$ cat config.mk
export PLATFORM = sky130hd
export DESIGN_NAME = counter_seq_ctrl
export DESIGN_NICKNAME = d
export VERILOG_FILES = /design/src/rtl/counter_seq_ctrl.sv
export SDC_FILE = /design/constraint.sdc
export NUM_CORES = 1
export LEC_CHECK = 0
export ABC_AREA = 1
export BUFFER_PORTS_ARGS = -buffer_cell sky130_fd_sc_hd__buf_4
export CORE_MARGIN = 4
export CORE_UTILIZATION = 47
export DETAILED_ROUTE_END_ITERATION = 8
export PLACE_DENSITY = 0.76
export SLEW_MARGIN = 0
export SYNTH_ARGS = -nofsm -noshare
export SYNTH_HDL_FRONTEND = slang
export SYNTH_SLANG_ARGS = --single-unit
$ cat constraint.sdc
create_clock -name clk -period 1.47 [get_ports clk]
set_input_delay 0.2205 -clock clk [delete_from_list [all_inputs] [get_ports clk]]
set_output_delay 0.2205 -clock clk [all_outputs]
set_load 0.02 [all_outputs]
$ cat src/rtl/counter_seq_ctrl.sv
// counter_seq_ctrl: command-driven sequencer for an N-bit up/down counter with parallel load
module counter_seq_ctrl #(
    parameter int N = 11
) (
    input  logic         clk,
    input  logic         rst,
    input  logic         cmd_valid,
    output logic         cmd_ready,
    input  logic [1:0]   cmd_op,
    input  logic [N-1:0] cmd_arg,
    input  logic         abort,
    input  logic [N-1:0] cnt_in,
    output logic         ctr_load,
    output logic         ctr_en,
    output logic         ctr_d,
    output logic [N-1:0] ctr_value,
    output logic         busy,
    output logic         done,
    output logic         wrap
);
    typedef enum logic [2:0] {S_IDLE, S_LOAD, S_RUN, S_WAIT, S_DONE} state_t;
    localparam logic [1:0] OP_LOAD = 2'd0;
    localparam logic [1:0] OP_DOWN = 2'd2;
    localparam logic [1:0] OP_WAIT = 2'd3;
    state_t       state_q, state_d;
    logic [1:0]   op_q, op_d;
    logic [N-1:0] arg_q, arg_d;
    logic [N-1:0] remaining_q, remaining_d;
    logic         wrap_q, wrap_d;
    logic         accept, killed, down, run_step, at_edge;
    assign accept   = cmd_valid & cmd_ready;
    assign killed   = abort & (state_q != S_IDLE);
    assign down     = op_q == OP_DOWN;
    assign run_step = (state_q == S_RUN) & ~abort;
    assign at_edge  = down ? (cnt_in == '0) : (cnt_in == {N{1'b1}});
    // state and datapath registers
    always_ff @(posedge clk) begin
        if (rst) begin
            state_q     <= S_IDLE;
            op_q        <= '0;
            arg_q       <= '0;
            remaining_q <= '0;
            wrap_q      <= 1'b0;
        end else begin
            state_q     <= state_d;
            op_q        <= op_d;
            arg_q       <= arg_d;
            remaining_q <= remaining_d;
            wrap_q      <= wrap_d;
        end
    end
    // next state: zero-length non-LOAD commands go straight to DONE; abort wins everywhere but IDLE
    always_comb begin
        state_d = state_q;
        unique case (state_q)
            S_IDLE: if (accept) state_d = (cmd_op == OP_LOAD) ? S_LOAD :
                                          (cmd_arg == '0)     ? S_DONE :
                                          (cmd_op == OP_WAIT) ? S_WAIT : S_RUN;
            S_LOAD: state_d = S_DONE;
            S_RUN, S_WAIT: state_d = (remaining_q == N'(1)) ? S_DONE : state_q;
            S_DONE: state_d = S_IDLE;
            default: state_d = S_IDLE;
        endcase
        if (killed) state_d = S_IDLE;
    end
    // command capture, cycle countdown and sticky wrap detection on each real counter step
    always_comb begin
        op_d        = accept ? cmd_op : op_q;
        arg_d       = accept ? cmd_arg : arg_q;
        remaining_d = accept ? cmd_arg :
                      ((state_q == S_RUN || state_q == S_WAIT) && remaining_q != '0) ? remaining_q - N'(1) :
                      remaining_q;
        if (killed) remaining_d = '0;
        wrap_d = accept ? 1'b0 : (wrap_q | (run_step & at_edge));
    end
    // Moore outputs from registered state, forced low in reset and gated by abort where it must act at once
    always_comb begin
        cmd_ready = ~rst & (state_q == S_IDLE);
        ctr_load  = ~rst & ~abort & (state_q == S_LOAD);
        ctr_en    = ~rst & run_step;
        ctr_d     = ~rst & (state_q == S_RUN) & down;
        ctr_value = (~rst && state_q == S_LOAD) ? arg_q : '0;
        busy      = ~rst & (state_q != S_IDLE);
        done      = ~rst & ~abort & (state_q == S_DONE);
        wrap      = wrap_q;
    end
endmodule

Yosys cells after proc, flatten, opt, wreduce, memory -nomap -nowiden
Cells that the tools add are included.
{"block": "word_totals", "wordCells": 55, "register_bits": 28, "out_inout_bits": 18, "input_bits": 28}
{"block": "classes", "muxes": 10, "n_reduce_logical": 14, "bitwise_logic": 15, "eq_ne": 10, "addsub": 1}
{"op": "11-bit two-way mux", "count": 3}
{"op": "11-bit logical NOT", "count": 2}
{"op": "1-bit AND", "count": 12}
{"op": "3-bit two-way mux", "count": 4}
{"op": "11-bit by 1-bit == test with 1-bit output, second input constant", "count": 1}
{"op": "11-bit == test, second input constant", "count": 1}
{"op": "11-bit nonzero test", "count": 1}
{"op": "11-bit by 1-bit subtractor with 11-bit output, second input constant", "count": 1}
{"op": "3-bit one-hot mux with 3 select lines", "count": 1}
{"op": "3-bit by 2-bit == test with 1-bit output, second input constant", "count": 2}
{"op": "2-bit OR reduction", "count": 3}
{"op": "2-bit == test, second input constant", "count": 2}
{"op": "2-bit != test, second input constant", "count": 2}
{"op": "3-bit by 1-bit == test with 1-bit output, second input constant", "count": 1}
{"op": "3-bit == test, second input constant", "count": 1}
{"op": "3-bit logical NOT", "count": 1}
{"op": "3-bit nonzero test", "count": 1}
{"op": "1-bit logical AND", "count": 2}
{"op": "2-bit logical NOT", "count": 1}
{"op": "1-bit two-way mux", "count": 2}
{"op": "1-bit NOT", "count": 2}
{"op": "2-bit AND reduction", "count": 1}
{"op": "2-bit nonzero test", "count": 1}
{"op": "1-bit logical OR", "count": 1}
{"op": "1-bit bitwise OR", "count": 1}

Longest topological paths before layout
Gate-level depths: netlist of the first run.
{"block": "depth", "depth_word": 6, "mapped_depth": 11}

Worst setup path before layout of the first run
OpenSTA, ideal clock, no wires.
{"block": "synth_path", "path_kind": "reg-to-output", "start": "register state_q[2]", "end": "output port ctr_d", "required_ps": 1250, "stages_incl_launch_ff": 4, "t_arrival_ps": 1182, "path_slack_ps": 68, "path_cell_list": "dfxtp_1 -> inv_1 -> nand3_1 -> nor4_1"}
{"block": "synth_between", "elab_chain_cells": 3}
{"item": "from (decl)", "line_no": "25", "text": "state_t state_q, state_d;"}
{"item": "from (signal assigned)", "line_no": "45", "text": "state_q <= state_d;"}
{"item": "3-bit by 2-bit == test with 1-bit output", "line_no": "81", "text": "ctr_d = ~rst & (state_q == S_RUN) & down;"}
{"item": "1-bit AND (2 in a row)", "line_no": "81"}
{"item": "to (decl)", "line_no": "15", "text": "output logic ctr_d,"}
No other way between the ends.

Worst setup path after layout of the first run
{"block": "layout_path", "start": "register state_q[2]", "end": "output port ctr_value[4]"}
{"block": "layout_between", "elab_chain_cells": 3}
{"item": "3-bit by 1-bit == test with 1-bit output", "line_no": "82", "text": "ctr_value = (~rst && state_q == S_LOAD) ? arg_q : '0;"}
{"item": "1-bit logical AND", "line_no": "82"}
{"item": "11-bit two-way mux", "line_no": "82"}
{"item": "to (decl)", "line_no": "16", "text": "output logic [N-1:0] ctr_value,"}
No other way between the ends.

==> reports/results.tsv, run 1 <==
stage	metric	value	unit
worst_hold_path	min-delay src	cmd_arg[6]	
clock_network	clk buf depth	2	
detailed_routing	vias post-DR	1932	
placed_design	post-detail-place hpwl	3.60	mm
global_route	vias in the first global route	1784	
finish	layout cells sized above 1	35.0	%
timing	fmax	639	MHz
clock_network	# clock sinks	28	
pwr	Leak	1.21	nW
worst_setup_path	CP Launch Point	state_q[2]$_SDFFE_PP0P_	
pwr	maximum VDD drop	877	µV
global_route	Remaining Overflow, GRT	0	
die	DIE AREA	0.00464	mm²
pwr	Reg power frac	28.4	%
detailed_routing	Total Wirelength	4.85	mm
worst_setup_path	Critical Path AT	1340	ps
finish	antenna cells	0	
global_route	met3 usage	4.27	%
global_route	pin count of the biggest net entering global routing	22	
timing	final hold violations	0	
global_route	Tot GR Track Use	21.7	%
finish	Final Non-Filler Cells	392	
outcome	status	finished with violations	
logic_synthesis	Synth area leader	dfxtp_1	
placed_design	routability cong.	0.844	
detailed_routing	initial DRC count	127	
die	starting density of the core	49.7	%
logic_synthesis	Mapped Area	0.00170	mm²
global_route	M2 GR Usage	37.9	%
finish	Syn-to-layout area delta	45.2	%
worst_setup_path	crit path kind	register to output port	
clock_network	TritonCTS clock tree	built	
die	Die Height	68.1	µm
timing	Tmin final	1560	ps
worst_hold_path	Worst Hold Class	primary input to register	
die	io pins	46	
logic_synthesis	syn_nets	309	
pwr	sw power	1.85	mW
pwr	part of the power in the clock network	8.1	%
timing	Setup-failing EPs final	16	
finish	Design Area, Final	0.00247	mm²
timing	Clock Skew	7.76	ps
die	Die Width	68.1	µm
placed_design	dpl cells	379	
flow_run	max cap viols	0	
timing	setup TNS	-1020	ps
logic_synthesis	Yosys reg bits	28	
global_route	gr busiest metal	met2	
placed_design	Post-DP Area	0.00217	mm²
timing	Least-Margin Pin Slew	249	ps
detailed_routing	drt first pass iters	4	
pwr	internal power	2.15	mW
global_route	initial antenna violation count	0	
logic_synthesis	sequential element share of the synthesized area	33.0	%
logic_synthesis	Post-Synthesis Cells	279	
timing	Hold WS	123	ps
pwr	pwr dens	1620	mW/mm²
clock_network	clock root cell	clkbuf_4	
worst_setup_path	critical path startpoint category	register	
worst_setup_path	critical path endpoint category	output port	
logic_synthesis	distinct cell type count after synthesis	24	
finish	fin nets	378	
logic_synthesis	Area contributors post-synth	dfxtp_1, nand2_1, inv_1	
global_route	first-pass GRT wire length	7.76	mm
pwr	switch share	46.2	%
placed_design	Setup WS pre-CTS	-37.5	ps
global_route	GR Util met1	28.1	%
die	row count	21	
clock_network	Worst-path clk slew	150	ps
timing	RSZ-0062 raised after global routing	true	
worst_setup_path	reg2reg start	state_q[0]$_SDFFE_PP0P_	
logic_synthesis	share of the synthesized area in the top cell type	33.0	%
clock_network	Num CTS Buffers	3	
logic_synthesis	number of synthesis warnings	0	
timing	Max-slew headroom	83.4	%
placed_design	port bufs	45	
detailed_routing	Routed WL per cell	12.4	µm
clock_network	clk_lat worst skew	340	ps
timing	Final WS setup	-93.8	ps
detailed_routing	ANT nets after route	0	
die	core area	0.00342	mm²
finish	Layout Utilization	72.2	%
worst_setup_path	CP required	1250	ps
timing	Slew Limit Fails	0	
logic_synthesis	average size of a mapped cell	6.09	µm²
outcome	failing checks	negative setup slack	
detailed_routing	DR vias/cell	4.93	
timing	Final Cycle Share	106	%
clock_network	Hold Buf Count CTS	0	
pwr	Tot Pwr	4.00	mW
detailed_routing	drt drc	0	
pwr	Comb power frac	63.6	%
clock_network	htree depth	1	
worst_setup_path	Worst Path Max Fanout	7	
-- cells by family after synthesis --
| kind of cell | share of synthesized area [%] |
|---|---|
| adder cells (fa/ha/maj) | 1.47 |
| buffers and inverters | 14.1 |
| flip-flops | 33.0 |
| AO/OA/AOI/OAI | 9.65 |
| AND/OR/NAND/NOR | 41.3 |
| XOR/XNOR | 0.516 |
-- path summary, 6_finish.rpt --
check                                              endpoint  slack (ps)  depth (start not counted)
worst max-delay path                           ctr_value[4]         -90                          5
worst min-delay path                  arg_q[6]$_SDFFE_PP0P_         120                          3
worst max register to register  remaining_q[3]$_SDFFE_PP0P_          20                          8
worst min register to register              wrap$_SDFF_PP0_         460                          2
-- state kept, by name (all words and copies together), names as in the netlist --
| signal | flops |
|---|---|
| arg_q | 11 |
| wrap | 1 |
| state_q | 3 |
| remaining_q | 11 |
| op_q | 2 |
-- cell usage in the layout (no fill, tap or decap), types with 2 or more instances in the layout --
| cell | n |
|---|---|
| nand2_4 | 3 |
| nor2_4 | 8 |
| nand4_1 | 2 |
| buf_6 | 13 |
| nand3_2 | 2 |
| inv_1 | 45 |
| nor3_1 | 3 |
| o21ai_1 | 2 |
| clkbuf_4 | 3 |
| dfxtp_4 | 2 |
| buf_4 | 56 |
| or2_2 | 3 |
| nand2_2 | 5 |
| dfxtp_2 | 2 |
| inv_2 | 5 |
| o21ai_0 | 15 |
| o22ai_1 | 2 |
| nand3_1 | 26 |
| nor2_2 | 12 |
| dfxtp_1 | 24 |
| a21oi_1 | 10 |
| nor2_1 | 25 |
| nand2_1 | 67 |
-- timing repair --
| item | CTS | global route |
|---|---|---|
| cloned | 0 | 0 |
| endpoints found under the hold margin | 0 | 0 |
| setup buffers | 3 | 7 |
| pin swaps | 3 | 6 |
| setup endpoints to repair | 26 | 44 |
| gates resized for setup | 22 | 43 |
-- final cells by class --
class | count | area (µm²)
multi-input combinational | 194 | 1040
fill | 287 | 948
timing repair buffer | 70 | 587
sequential | 28 | 571
inverter | 51 | 194
tap | 46 | 57.6
clock buffer | 3 | 22.5
-- critical path, stage by stage (launching register included) --
cell and delay [ps]:
dfxtp_2 360, inv_4 70, nand4_1 150, buf_6 200
nor2_2 90, buf_4 140
-- layer usage --
| layer | share of wire, % | vias up |
|---|---|---|
| met5 | 0 | - |
| met4 | 1.2 | 0 |
| met2 | 48 | 51 |
| li1 | - | 998 |
| met1 | 46 | 876 |
| met3 | 4.3 | 7 |
-- power by group through the flow --
| stage | registers, mW | logic, mW | clock network (mW) |
|---|---|---|---|
| 3_5_place_dp | 1.12 | 2.06 | 0 |
| 4_1_cts | 1.12 | 2.16 | 0.329 |
| 3_3_place_gp | 1.12 | 2.03 | 0 |
| 5_1_grt | 1.16 | 2.87 | 0.363 |
| 2_1_floorplan | 1.10 | 1.47 | 0 |
| 6_report | 1.13 | 2.54 | 0.323 |
-- cells in the mapped netlist --
library cell   n
nand2_2        1
nor2_4         1
dfxtp_1       28
nand3_1       28
o21ai_2        1
a21boi_0       1
nor3_1         3
a21oi_1       10
or2_2          3
ha_1           2
nor4_1         2
o22ai_1        2
nor2_2         3
o21ai_0       17
nand2_4        2
nor2_1        41
buf_2          2
nand4_1        2
nor3_4         1
inv_1         51
buf_6          2
nand2_1       73
xnor2_1        1
buf_4          2
Note: power is estimated with default switching activity, not from simulation.
==> run 2: changes to the inputs <==
Settings changed: CORE_MARGIN 4 to default, HOLD_SLACK_MARGIN from default to 0.05.
==> reports/results.tsv, run 2 (synthesized netlist as in run 1, its figures left out) <==
stage	metric	value	unit
finish	antenna cells	0	
finish	fin nets	378	
die	io pins	46	
clock_network	Num CTS Buffers	3	
die	row count	21	
placed_design	post-detail-place hpwl	3.32	mm
timing	final hold violations	0	
timing	Max-slew headroom	76.0	%
placed_design	Setup WS pre-CTS	22.2	ps
detailed_routing	Routed WL per cell	12.0	µm
finish	FILL cells	268	
clock_network	Worst-path clk slew	160	ps
worst_setup_path	critical path startpoint category	register	
worst_setup_path	Worst path most repeated cell	buf_6	
placed_design	Post-DP Area	0.00219	mm²
pwr	Tot Pwr	4.03	mW
worst_setup_path	Crit path max-delay family	buffers and inverters	
finish	Design Area, Final	0.00253	mm²
worst_hold_path	Worst Hold Class	primary input to register	
placed_design	port bufs	45	
placed_design	dpl cells	381	
clock_network	clk buf depth	2	
worst_setup_path	CP peak stage delay	400	ps
die	Die Width	62.1	µm
timing	Final WS setup	-216	ps
clock_network	# clock sinks	28	
finish	Syn-to-layout area delta	48.7	%
timing	Least-Margin Pin Slew	356	ps
finish	Largest regs	arg_q x11, remaining_q x11, state_q x3	
finish	commonest non-fill, non-tap cell in the layout	nand2_1	
timing	Clock Skew	7.33	ps
detailed_routing	ANT nets after route	0	
detailed_routing	Total Wirelength	4.72	mm
die	DIE AREA	0.00386	mm²
detailed_routing	drt first pass iters	4	
pwr	Leak	1.22	nW
pwr	maximum VDD drop	1230	µV
clock_network	TritonCTS clock tree	built	
timing	Tmin final	1690	ps
clock_network	htree depth	1	
detailed_routing	initial DRC count	130	
global_route	Tot GR Track Use	23.3	%
timing	fmax	593	MHz
worst_setup_path	crit path kind	register to output port	
outcome	status	finished with violations	
global_route	pin count of the biggest net entering global routing	18	
flow_run	max cap viols	0	
pwr	pwr dens	1600	mW/mm²
finish	most frequent cells in the layout	nand2_1, buf_4, inv_1	
timing	Final Cycle Share	115	%
outcome	failing checks	negative setup slack	
global_route	vias in the first global route	1724	
timing	RSZ-0062 raised after global routing	true	
global_route	initial antenna violation count	0	
detailed_routing	drt drc	0	
die	starting density of the core	50.1	%
die	core area	0.00339	mm²
detailed_routing	DR vias/cell	4.95	
clock_network	clock root cell	clkbuf_4	
worst_setup_path	Critical Path AT	1470	ps
timing	Hold WS	121	ps
detailed_routing	vias post-DR	1947	
finish	Final Non-Filler Cells	393	
worst_setup_path	crit-path cells	buf_6 -> nand4_1 -> buf_6 -> nor2_4 -> buf_6	
clock_network	clk_lat worst skew	340	ps
timing	Setup-failing EPs final	36	
global_route	first-pass GRT wire length	7.34	mm
worst_setup_path	CP required	1250	ps
placed_design	routability cong.	0.869	
finish	layout cells sized above 1	33.7	%
worst_setup_path	critical path endpoint category	output port	
clock_network	Hold Buf Count CTS	0	
timing	Slew Limit Fails	0	
die	Die Height	62.1	µm
worst_setup_path	Buf/Inv on CP	3	
worst_setup_path	CP max-delay cell	dfxtp_4	
worst_setup_path	Worst Path Max Fanout	7	
global_route	Remaining Overflow, GRT	0	
## run 2: cell types whose count changed in the layout (fill, tap and decap cells not counted), sizes merged
| cell | change |
|---|---|
| clkbuf | +1 |
## run 2: final cells by class
| class | count | area (µm²) | area share [%] |
|---|---|---|---|
| repair buffers | 70 | 618 | 24.5 |
| clock buffers | 4 | 36.3 | 1.44 |
| inverters | 51 | 194 | 7.67 |
| flip-flops and latches | 28 | 568 | 22.5 |
| well taps | 46 | 57.6 | 2.28 |
| multi-input cells | 194 | 1050 | 41.7 |
## run 2: worst reg2reg max path: cells and delay by family (launching register included)
family,cells,cell delay (ps)
AOI/OAI and AO/OA,1,60
and+or+nand+nor,5,580
buffers and inverters,3,430
DFF,1,390
## run 2: worst paths after layout
kind / start / endpoint / slack, ps / depth (start not counted)
hold / removal: cmd_arg[0] / arg_q[0]$_SDFFE_PP0P_ / 120 / 3
setup / recovery: state_q[0]$_SDFFE_PP0P_ / ctr_value[9] / -220 / 5
hold reg to reg: wrap$_SDFF_PP0_ / wrap$_SDFF_PP0_ / 470 / 2
setup reg to reg: state_q[0]$_SDFFE_PP0P_ / remaining_q[3]$_SDFFE_PP0P_ / -100 / 9
## run 2: report_power, final
group | switching [mW] | internal, mW
Sequential | 0.166 | 0.972
Clock | 0.246 | 0.152
Combinational | 1.43 | 1.06
## run 2: routing by layer
metal  wire length, µm  up-vias  GRT usage, %
li1                  -      998             -
met1              2020      879          28.5
met2              2390       60          41.6
met3               236       10          5.33
met4                77        0          4.65
met5                 0        -             0
## run 2: timing repair
action,CTS,global route
resized for setup,20,47
setup endpoints to repair,17,44
buffers inserted,2,6
pin swaps,1,4
## run 2: through the flow
stage               util, %  setup TNS (ps)
finish                 74.6           -3610
global route           74.6           -6240
CTS                    68.0           -2660
detailed placement     64.5               0
global placement       64.5               0
floorplan                 -               0
